## src/rtl/sparc_mem_pkg.sv

```systemverilog
// rtl/sparc_mem_pkg.sv - opcodes, FSM states and timeout default shared by mem_access_ctrl
package sparc_mem_pkg;

  localparam int TIMEOUT_DEF = 15;

  localparam logic [5:0] OP_LD   = 6'b001000;
  localparam logic [5:0] OP_LDUB = 6'b000001;
  localparam logic [5:0] OP_LDUH = 6'b000010;
  localparam logic [5:0] OP_LDSB = 6'b001001;
  localparam logic [5:0] OP_LDSH = 6'b001010;
  localparam logic [5:0] OP_LDD  = 6'b000011;
  localparam logic [5:0] OP_STB  = 6'b000101;
  localparam logic [5:0] OP_STH  = 6'b000110;
  localparam logic [5:0] OP_ST   = 6'b000100;
  localparam logic [5:0] OP_STD  = 6'b000111;

  typedef enum logic [2:0] {
    S_IDLE, S_CHECK, S_ISSUE, S_WAIT, S_RELEASE, S_DONE
  } state_e;

  typedef enum logic [1:0] {
    SZ_BYTE, SZ_HALF, SZ_WORD, SZ_DOUBLE
  } size_e;

endpackage

```

## src/rtl/mem_op_decode.sv

```systemverilog
// rtl/mem_op_decode.sv - opcode/alignment decode; ldd/std are legal only with LDD_STD_EN
module mem_op_decode
  import sparc_mem_pkg::*;
(
  input  logic [5:0] op,
  input  logic [2:0] addr,
  output size_e      size,
  output logic       is_load,
  output logic       is_double,
  output logic       legal
);

  logic known;
  logic aligned;

  always_comb begin
    size      = SZ_BYTE;
    is_load   = 1'b0;
    is_double = 1'b0;
    known     = 1'b1;
    aligned   = 1'b1;
    case (op)
      OP_LDUB, OP_LDSB: is_load = 1'b1;
      OP_STB:           size = SZ_BYTE;
      OP_LDUH, OP_LDSH: begin size = SZ_HALF; is_load = 1'b1; end
      OP_STH:           size = SZ_HALF;
      OP_LD:            begin size = SZ_WORD; is_load = 1'b1; end
      OP_ST:            size = SZ_WORD;
      OP_LDD, OP_STD: begin
`ifdef LDD_STD_EN
        size      = SZ_DOUBLE;
        is_double = 1'b1;
        is_load   = (op == OP_LDD);
`else
        known = 1'b0;
`endif
      end
      default: known = 1'b0;
    endcase
    case (size)
      SZ_BYTE: aligned = 1'b1;
      SZ_HALF: aligned = ~addr[0];
      SZ_WORD: aligned = (addr[1:0] == 2'b00);
      default: aligned = (addr == 3'b000);
    endcase
    legal = known & aligned;
  end

endmodule

```

## src/rtl/mem_access_ctrl.sv

```systemverilog
// rtl/mem_access_ctrl.sv - SPARC load/store sequencer driving an MFA/MFC handshake RAM
// LDD_STD_EN turns ldd/std into two back-to-back word accesses.
module mem_access_ctrl
  import sparc_mem_pkg::*;
#(
  parameter int TIMEOUT = TIMEOUT_DEF
) (
  input  logic        clk,
  input  logic        reset,
  input  logic        req,
  input  logic [5:0]  op,
  input  logic [8:0]  addr,
  input  logic [63:0] wdata,
  output logic        busy,
  output logic        done,
  output logic        err,
  output logic [63:0] rdata,
  output logic        MFA,
  output logic [5:0]  opcode,
  output logic [8:0]  address,
  output logic [31:0] DataIn,
  input  logic [31:0] DataOut,
  input  logic        MFC
);

  localparam int CW = $clog2(TIMEOUT + 1);

  state_e        state_q, state_d;
  logic [5:0]    op_q, op_d;
  logic [8:0]    addr_q, addr_d;
  logic [63:0]   wdata_q, wdata_d;
  logic          word_q, word_d;
  logic [CW-1:0] cnt_q, cnt_d;
  logic          err_q, err_d;
  logic          mfa_q, mfa_d;
  logic [5:0]    opcode_q, opcode_d;
  logic [8:0]    address_q, address_d;
  logic [31:0]   datain_q, datain_d;
  logic [63:0]   rdata_q, rdata_d;

  size_e dec_size;
  logic  dec_is_load, dec_is_double, dec_legal;

  mem_op_decode u_decode (
    .op        (op_q),
    .addr      (addr_q[2:0]),
    .size      (dec_size),
    .is_load   (dec_is_load),
    .is_double (dec_is_double),
    .legal     (dec_legal)
  );

  logic timeout, second_pend, abort;
  assign timeout     = (cnt_q == CW'(TIMEOUT - 1));
  assign second_pend = (dec_size == SZ_DOUBLE) && !word_q;
  assign abort       = timeout && (((state_q == S_WAIT) && !MFC) ||
                                   ((state_q == S_RELEASE) && MFC));

  always_ff @(posedge clk) begin
    if (reset) state_q <= S_IDLE;
    else       state_q <= state_d;
  end

  always_comb begin
    state_d = state_q;
    case (state_q)
      S_IDLE:    if (req) state_d = S_CHECK;
      S_CHECK:   state_d = dec_legal ? S_ISSUE : S_DONE;
      S_ISSUE:   state_d = S_WAIT;
      S_WAIT:    if (MFC) state_d = S_RELEASE;
                 else if (timeout) state_d = S_DONE;
      S_RELEASE: if (!MFC) state_d = second_pend ? S_ISSUE : S_DONE;
                 else if (timeout) state_d = S_DONE;
      S_DONE:    state_d = S_IDLE;
      default:   state_d = S_IDLE;
    endcase
  end

  always_comb begin
    busy = (state_q != S_IDLE);
    done = (state_q == S_DONE);
  end

  // Command registers load on the edge that enters ISSUE so MFA rises with ISSUE itself.
  always_comb begin
    op_d      = op_q;
    addr_d    = addr_q;
    wdata_d   = wdata_q;
    word_d    = word_q;
    cnt_d     = cnt_q;
    err_d     = err_q;
    mfa_d     = mfa_q;
    opcode_d  = opcode_q;
    address_d = address_q;
    datain_d  = datain_q;
    rdata_d   = rdata_q;
    if (state_q == S_IDLE && req) begin
      op_d    = op;
      addr_d  = addr;
      wdata_d = wdata;
      err_d   = 1'b0;
      word_d  = 1'b0;
    end
    if (state_q == S_CHECK && !dec_legal) err_d = 1'b1;
    if (state_q == S_WAIT || state_q == S_RELEASE) cnt_d = cnt_q + 1'b1;
    if (state_q == S_WAIT && MFC) begin
      mfa_d = 1'b0;
      if (dec_is_load) begin
`ifdef LDD_STD_EN
        if (word_q) rdata_d[63:32] = DataOut;
        else        rdata_d[31:0]  = DataOut;
`else
        rdata_d[31:0] = DataOut;
`endif
      end
    end
    if (abort) begin
      err_d = 1'b1;
      mfa_d = 1'b0;
    end
    if (state_d == S_ISSUE) begin
      mfa_d    = 1'b1;
      cnt_d    = '0;
      opcode_d = dec_is_double ? (dec_is_load ? OP_LD : OP_ST) : op_q;
      if (state_q == S_RELEASE) begin
        word_d    = 1'b1;
        address_d = addr_q + 9'd4;
        datain_d  = wdata_q[63:32];
      end else begin
        address_d = addr_q;
        datain_d  = wdata_q[31:0];
      end
    end
  end

  always_ff @(posedge clk) begin
    if (reset) begin
      op_q      <= '0;
      addr_q    <= '0;
      wdata_q   <= '0;
      word_q    <= 1'b0;
      cnt_q     <= '0;
      err_q     <= 1'b0;
      mfa_q     <= 1'b0;
      opcode_q  <= '0;
      address_q <= '0;
      datain_q  <= '0;
      rdata_q   <= '0;
    end else begin
      op_q      <= op_d;
      addr_q    <= addr_d;
      wdata_q   <= wdata_d;
      word_q    <= word_d;
      cnt_q     <= cnt_d;
      err_q     <= err_d;
      mfa_q     <= mfa_d;
      opcode_q  <= opcode_d;
      address_q <= address_d;
      datain_q  <= datain_d;
      rdata_q   <= rdata_d;
    end
  end

  assign err     = err_q;
  assign MFA     = mfa_q;
  assign opcode  = opcode_q;
  assign address = address_q;
  assign DataIn  = datain_q;
  assign rdata   = rdata_q;

endmodule

```

## config.mk

```make
export PLATFORM = sky130hd
export DESIGN_NAME = mem_access_ctrl
export DESIGN_NICKNAME = d
export VERILOG_FILES = /design/src/rtl/sparc_mem_pkg.sv /design/src/rtl/mem_op_decode.sv /design/src/rtl/mem_access_ctrl.sv
export SDC_FILE = /design/constraint.sdc
export NUM_CORES = 1
export LEC_CHECK = 0
export CELL_PAD_IN_SITES_DETAIL_PLACEMENT = 0
export CELL_PAD_IN_SITES_GLOBAL_PLACEMENT = 2
export CORE_ASPECT_RATIO = 0.7
export CORE_UTILIZATION = 23
export CTS_CLUSTER_SIZE = 8
export DETAILED_ROUTE_END_ITERATION = 12
export PLACE_DENSITY_LB_ADDON = 0.1
export SYNTH_ARGS = -nofsm -noshare
export SYNTH_HDL_FRONTEND = slang
export SYNTH_SLANG_ARGS = --single-unit
```

## constraint.sdc

```tcl
create_clock -name clk -period 2.2 [get_ports clk]
set_input_delay 0.33 -clock clk [delete_from_list [all_inputs] [get_ports clk]]
set_output_delay 0.33 -clock clk [all_outputs]
set_load 0.02 [all_outputs]
```

==> metrics <==
status complete, no violations; vias per cell 4.29; Clock Root Buffer clkbuf_16; Worst Tran Pin Value 758 ps; CP bufs+invs 1; Final Util 0.342; FILL cells 2378; post-synthesis mux area share 0.0611; WS Path Type reg -> out; DPL Wire Length 11.0 mm; Die Height 130 um; width of the die 185 um; Int Pwr 5.19 mW; post-synthesis async set-or-reset flop share 0; syn avg cell area 8.50 sq um; GRT Util Overall 0.137; Setup WS pre-CTS -46.0 ps; post-synthesis cell type count 39; # DRC 0; Slowest-stage cell, CP clkdlybuf4s50_1; fin crit period 2050 ps; initial antenna violation count 1; share of cells above drive strength 1 0.0724; critical path cell sequence nand2_1 -> nor2_1 -> clkdlybuf4s50_1; delay of the slowest critical-path stage 640 ps; Startpoint Class flip-flop; Crit path max-delay family buffers and inverters; drt wl/cell 14.9 um; #FFs+latches synth 135; CTS max path bufs 2; final-report hold violation count 0; CTS tree done; R2R depth 4; Crit path arrival time 1720 ps; Worst path depth 3; relative slew slack 0.494; Max Clock Freq 0.487 GHz; XOR/XNOR share of the synthesized area 0.00810; largest vdd supply drop 0.666 mV; final net count 893; Logic pwr share 0.292; main combinational cell family by area after synthesis simple AND/OR/NAND/NOR gates; DIE AREA 24100 sq um; Post-CTS Repair Setup Buffers 0; CTS sink count 135; WL final 16.4 mm; Site Rows 46; CP Data Required Time 1870 ps; clock latency on the worst-skew pair 420 ps; Final period util 0.932; Layout Skew 13.3 ps; compound-cell area share of the yosys netlist 0.155; Reg power frac 0.367; gpl congestion 0.693; io pins 230; number of synthesized flops with an enable pin 0; Final Max Slew Viols 0; area grow syn2layout 44.5%; RSZ-0062 raised after global routing false; LEAKAGE 2.68 nW; Hold Crit Class reg -> reg; # port buffers 165; first-pass GRT wire length 25.0 mm; adder-cell share of the synthesized area 0.00694; DR vias 4721; CP endpoint kind output port; Starting Density 0.237; post-synthesis sequential area ratio 0.500; pwr/cell area 1020 nW/um^2; GRT overflow 0; Mapped Area 5410 sq um; Net Sw Frac 0.351; core area 22800 sq um; iteration-0 DRC count of the detailed router 217; Syn. warnings 0; vias in the first global route 4559; H-tree level count 4; ANT nets after route 0; Inserted Clock Buffers 17; net load switching power 2.81 mW; Pre-antenna DRT Iters 4; Clock power frac 0.341; Setup WS post-layout 149 ps; ys flop type dfxtp_1; Max Cap Viol 0; Syn Inst Count 636; hold depth 2; CP Max Fanout 11; largest net degree at the start of global routing 65; Simple-Gate Fraction of Synth Area 0.171; clk slew on worst S/H paths 60 ps; Final Setup Violations 0
==> cell usage in the layout (no fill, tap or decap), types with 4 or more instances in the layout <==
cell type	Yosys	final
inv_1	4	4
mux2i_1	33	33
clkdlybuf4s50_1	0	164
buf_4	35	11
a21oi_1	97	97
nand2_1	103	102
dfxtp_1	135	132
nor3_1	7	6
clkinvlp_4	0	4
conb_1	1	32
buf_12	0	5
clkbuf_16	0	17
nor2_1	40	40
clkbuf_8	0	4
nand3_1	46	46
o21ai_1	39	39
xnor2_1	5	5
o21ai_0	5	5
==> layer usage <==
layer | part of all wire | global-route usage | up-vias
met5 | 0 | 0 | -
met3 | 0.047 | 0.0396 | 12
met2 | 0.44 | 0.204 | 112
met4 | 0.0099 | 0.0462 | 0
met1 | 0.50 | 0.188 | 2230
li1 | - | - | 2367
==> worst min-delay path: stages (launching register included) <==
cell,delay (ps)
dfxtp_1,310
nand2_1,50
a21oi_1,50
==> path summary, 6_finish.rpt <==
kind | start | slack, ps | endpoint
min | wdata_q[28]$_SDFFE_PP0P_ | 450 | wdata_q[28]$_SDFFE_PP0P_
max reg2reg | op_q[0]$_SDFFE_PP0P_ | 250 | address[8]$_SDFFE_PP0N_
max | state_q[2]$_SDFF_PP0_ | 150 | done
min reg2reg | wdata_q[28]$_SDFFE_PP0P_ | 450 | wdata_q[28]$_SDFFE_PP0P_
==> flip-flops by register name (all words and copies together) (netlist names) <==
register,count
state_q,3
MFA,1
DataIn,32
addr_q,9
err,1
rdata,32
address,9
opcode,6
cnt_q,4
wdata_q,32
op_q,6
==> power groups by stage <==
stage	Clock [mW]	Sequential [mW]	Combinational, mW
2_1_floorplan	0	2.95	1.51
5_1_grt	2.92	2.98	2.59
4_1_cts	2.81	2.93	2.38
3_5_place_dp	0	2.97	2.37
3_3_place_gp	0	2.97	2.37
6_report	2.73	2.94	2.34
==> timing repair <==
action / CTS / global route
endpoints found under the setup margin: 1 / 2
pin swaps: 0 / 0
gates resized for setup: 1 / 4
hold buffers: 0 / 0
==> Yosys cell counts (2+ instances only) <==
| cell | instances | area [sq um] |
|---|---|---|
| mux2i_1 | 33 | 330 |
| ha_1 | 3 | 37.5 |
| nor3b_1 | 3 | 22.5 |
| nand2_1 | 103 | 387 |
| o21ai_0 | 5 | 25.0 |
| xnor2_1 | 5 | 43.8 |
| and2_1 | 2 | 12.5 |
| a211oi_1 | 2 | 15.0 |
| nand3_1 | 46 | 230 |
| buf_2 | 9 | 45.0 |
| nor2b_1 | 2 | 12.5 |
| clkbuf_1 | 42 | 158 |
| buf_6 | 4 | 45.0 |
| inv_1 | 4 | 15.0 |
| o21ai_1 | 39 | 195 |
| nor3_1 | 7 | 35.0 |
| dfxtp_1 | 135 | 2700 |
| or3b_1 | 2 | 17.5 |
| nor2_1 | 40 | 150 |
| a21oi_1 | 97 | 485 |
| buf_4 | 35 | 263 |
==> through the flow <==
stage	hold slack (ps)	TNS, ps	total power [mW]	cells	cell area (sq um)
final	455	0	8.01	1100	7810
after global routing	453	0	8.49	1099	7810
after CTS	437	0	8.12	1099	7800
after detailed placement	447	-826	5.34	1068	7230
after global placement	442	-170	5.34	1068	7230
after floorplan	437	0	4.46	667	5520
==> cells by family after synthesis <==
| group | count (synthesis) |
|---|---|
| flip-flops | 135 |
| other | 1 |
| XOR/XNOR | 5 |
| AND/OR/NAND/NOR | 211 |
| multiplexers | 33 |
| buffers and inverters | 95 |
| adder cells (fa/ha/maj) | 3 |
| AO/OA/AOI/OAI | 153 |
==> area by class of cell <==
class                           instances  area [sq um]  share of cell area
Sequential cell                       135          2710               0.346
Multi-Input combinational cell        437          2310               0.296
Timing Repair Buffer                  180          1820               0.233
Clock buffer                           24           492              0.0629
Tap cell                              312           390              0.0500
Clock inverter                          7          70.1             0.00897
Inverter                                4          15.0             0.00192
Antenna cell                            1          2.50            0.000320
Power figures use the tool's default switching activity.
==> RTL edit 1, RTL diff (same settings) <==
Add a define of `LDD_STD_EN`.
--- a/src/rtl/mem_op_decode.sv
+++ b/src/rtl/mem_op_decode.sv
@@ -1,2 +1,4 @@
 // rtl/mem_op_decode.sv - opcode/alignment decode; ldd/std are legal only with LDD_STD_EN
+`define LDD_STD_EN
+
 module mem_op_decode
Check against the original RTL: not equivalent (a bounded check fails within 4 cycles, from zero or initial values and one cycle with reset high).
==> RTL edit 1 against the original RTL <==
  * The run now ends with negative setup slack left
  * Register-to-register slack got worse by 270 ps
  * Setup slack worse by 170 ps
  * Count of clock-buffer cells in the layout down 2
  * Non-clock buffer count is 103 higher
  * Synthesized cell count up 47%
  * Wire length up 62%
  * Utilization up 0.26 points
  * Synthesized area grew 50%
  * Worst hold slack worse by 180 ps
  * Final area rose by 53%
  * Sequential cell count increased by 65
  * Maximum frequency shrank 7.5%
  * Total power increased by 46%
  * Critical path type is now reg -> reg
  * Highest routed layer unchanged
==> RTL edit 1: results (changes against the original RTL) <==
CTS root buffer=clkbuf_16; Initial DRC Count=338 (+56%); CP Max Fanout=19 (+8); Ys Warns=0 (unchanged); Detailed Routing Iterations Pass 1=5 (+1); routed vias/inst=4.19 (-2.4%); Worst Hold Class=in -> reg; Arr. time, crit path=2540 ps (+820 ps); clock latency on the worst-skew pair=450 ps (+30 ps); failing checks=negative setup slack; largest cells by area after synthesis=dfxtp_1 49%, nand2_1 11%, mux2i_1 8.6%; antenna violations before repair=1 (unchanged); Post-synth top flop=dfxtp_1; Seq/Total Area, Yosys=49.3% (-0.64 points); Port Buffers=229 (+39%); synth cell count leaders=236 x nand2_1, 200 x dfxtp_1, 116 x a21oi_1, 74 x nor2_1, 70 x mux2i_1; post-DP HPWL=17500 um (+59%); Mapped Nets=between 1000 and 1500; Worst-path clk slew=80 ps (+20 ps); vias in the first global route=7021 (+54%); Inserted Clock Buffers=17 (unchanged); final worst slack=-18.0 ps (-167 ps); Netlist cell types=48 (+23%); crit path max-delay cell type=or4_1; final setup fails=19 (+19); WL final=26600 um (+62%); first-pass GRT wire length=41000 um (+64%); Post-DP Area=0.0112 mm^2 (+55%); FFs w/ async S/R, synth=0% (unchanged); max incr delay on CP=540 ps (-100 ps); Worst VDD drop=0.520 mV (-22%); Clock Path Buffers=2 (unchanged); pre-CTS WS=-339 ps (-293 ps); Worst-Margin Slew=497 ps (-261 ps); Static Leak=4.68 nW (+74%); share of layout cells above drive strength 1=8.49% (+1.2 points); post-layout net count=1284 (+44%); largest net degree at the start of global routing=48 (-26%); gr usage total=14.9% (+1.2 points); Fin Clk Skew=16.1 ps (+2.76 ps); status=complete, but fails checks; GPL Wtd Cong=0.741 (+7.0%); CTS H-tree lvls=4 (unchanged)
## RTL edit 1: final cells by class
class	instances	area (um^2)
repair buffers	283	2900
clock inverters	9	164
clock buffers	22	464
diodes	1	2.50
multi-input cells	659	3820
well taps	472	591
flip-flops and latches	200	4010
inverters	5	18.8
fillers	3655	22800
## RTL edit 1: cells by family after synthesis
kind of cell    share of synthesized area (%)
flops                                    49.3
buf+inv                                  4.21
compound gates                           9.40
xor+xnor                                0.863
mux                                      14.0
fa+ha+maj                               0.463
simple gates                             21.7
## RTL edit 1: per-stage QoR
stage | utilization (%) | std cells | setup TNS (ps) | power [mW] | hold slack, ps
6_report | 34.5 | 1651 | -133 | 11.7 | 273
5_1_grt | 34.4 | 1650 | -3560 | 12.4 | 245
4_1_cts | 34.2 | 1645 | -113 | 11.8 | 247
3_5_place_dp | 32.3 | 1614 | -26540 | 8.26 | 447
3_3_place_gp | 32.3 | 1614 | -23660 | 8.27 | 443
2_1_floorplan | - | 936 | 0 | 6.44 | 437
## RTL edit 1: worst paths after layout
kind / startpoint / slack, ps / depth (start not counted) / to
worst min-delay path: reset / 270 / 2 / rdata[42]$_SDFFE_PP0P_
worst max-delay path: op_q[5]$_SDFFE_PP0P_ / -20 / 7 / DataIn[8]$_SDFFE_PP0N_
worst min register to register: wdata_q[49]$_SDFFE_PP0P_ / 460 / 2 / wdata_q[49]$_SDFFE_PP0P_
worst max register to register: op_q[5]$_SDFFE_PP0P_ / -20 / 7 / DataIn[8]$_SDFFE_PP0N_
## RTL edit 1: where the power goes
group	internal, mW	switching, mW	total [mW]	leakage, nW
combinational	1.64	2.21	3.85	2.75
clock	1.98	1.48	3.46	0.305
sequential	4.09	0.272	4.37	1.62
## RTL edit 1: critical path: cells and delay by family (launching register included)
kind            cells  cell delay [ps]
compound gates      2              320
simple gates        2              800
buf+inv             2              310
flops               1              340
mux                 1              320
## RTL edit 1: what timing repair did
action,CTS,global route
gates cloned,0,2
setup endpoints to repair,43,89
pin swaps,0,2
gates resized for setup,6,6
hold endpoints to repair,0,0
setup buffers,0,3
hold buffers,0,0
## RTL edit 1: metal layers
metal  global-route usage (%)  vias up  wire [um]
li1                         -     3551          -
met1                     21.2     3246      13700
met2                     22.2      105      11600
met3                     3.76       13        993
met4                     3.59        0        214
met5                        0        -          0
==> RTL edit 2, RTL diff (config.mk and constraints unchanged) <==
Made on the original files. Take the reset off `addr_q` and load it in a clocked block of its own.
--- a/src/rtl/mem_access_ctrl.sv
+++ b/src/rtl/mem_access_ctrl.sv
@@ -138,3 +138,2 @@
       op_q      <= '0;
-      addr_q    <= '0;
       wdata_q   <= '0;
@@ -150,3 +149,2 @@
       op_q      <= op_d;
-      addr_q    <= addr_d;
       wdata_q   <= wdata_d;
@@ -163,2 +161,6 @@
 
+  always_ff @(posedge clk) begin
+    addr_q <= addr_d;
+  end
+
   assign err     = err_q;
Formal check against the unedited RTL: same outputs for any inputs over 10 cycles, from zero or initial values and one cycle with reset high; that may be too few to reach the edited logic, so the function may still have changed.
==> RTL edit 2 against the original RTL <==
  * Sequential cell count unchanged
  * Worst hold slack got worse by 79 ps
  * Synthesized area increased by 0.44%
  * Final area increased by 0.90%
  * Setup slack improved by 87 ps
  * Wire length about the same
  * Global-route usage increased by 0.17 points
  * Total power decreased by 12%
  * Largest cell class unchanged
  * Largest power group is now clock
  * Highest routed layer is now met5
==> RTL edit 2: results (changes against the original RTL) <==
sequential power=2.80 mW (-5%); met3 Track Usage GR=6.21% (+2.2 points); status=finished clean; GPL Wtd Cong=0.700 (+1.1%); pre-CTS WS=60.3 ps (+106 ps); vias in the first global route=4740 (+4.0%); Worst VDD drop=0.534 mV (-20%); Final Non-Filler Cells=1078 (-2.0%); RR Endpoint=DataIn[24]$_SDFFE_PP0N_; placed cells=1046 (-2.1%); Vias=4594 (-2.7%); post-DP HPWL=10900 um (-0.41%); FF-to-FF path depth=6 (+2); Compound-Gate Fraction of Synth Area=14.8% (-0.71 points); synth cell count leaders=126 x dfxtp_1, 90 x a21oi_1, 87 x nand2_1, 43 x nand3_1, 42 x nor2_1; Sw Ratio=30.0% (-5.2 points); Filler cells=2404 (+1.1%); syn_area_per_cell=8.95 um^2 (+5.2%); WL final=16400 um (about the same); first-pass GRT wire length=25300 um (+1.2%); mux share of post-synthesis cell area=6.08% (-0.027 points); ANT cells=0 (-1); HP Start=reset; Global Route met2 Usage=21.7% (+1.3 points); GRT met1 Usage=17.3% (-1.5 points); sequential group share of total power=39.6% (+2.9 points); CP Class=reg -> reg; share of layout cells above drive strength 1=7.70% (+0.46 points); Clk power=2.85 mW (+4%); CP Max Fanout=23 (+12); gr usage total=13.9% (+0.17 points); DR top layer=met5; Netlist cell types=43 (+10%)
-- RTL edit 2: cell count changes after synthesis, sizes merged, moves of 2 or more --
cell,change
nor2,+2
dfxtp,-9
buf,+3
edfxtp,+9
nand2,-16
a21oi,-7
a211oi,+2
nand3,-3
clkbuf,-10
-- RTL edit 2: worst max-delay path, cell delays in order, from the launching register on --
cell	delay, ps
dfxtp_1	350
a211o_1	340
buf_4	160
a2111oi_4	390
buf_4	380
nand3_1	140
a21oi_1	130
-- RTL edit 2: cell type report --
type | count | area (um^2) | share of cell area (%)
multi-input combinational | 415 | 2220 | 28.2
timing repair buffer | 180 | 1870 | 23.7
inverter | 4 | 15.0 | 0.190
clock inverter | 12 | 126 | 1.60
sequential | 135 | 2800 | 35.5
tap | 312 | 390 | 4.95
clock buffer | 20 | 467 | 5.92
-- RTL edit 2: metrics by stage --
stage | hold slack (ps) | util [%]
after floorplan | 429 | -
after global placement | 443 | 31.8
after detailed placement | 449 | 31.8
after CTS | 366 | 34.4
after global routing | 386 | 34.4
final | 376 | 34.4
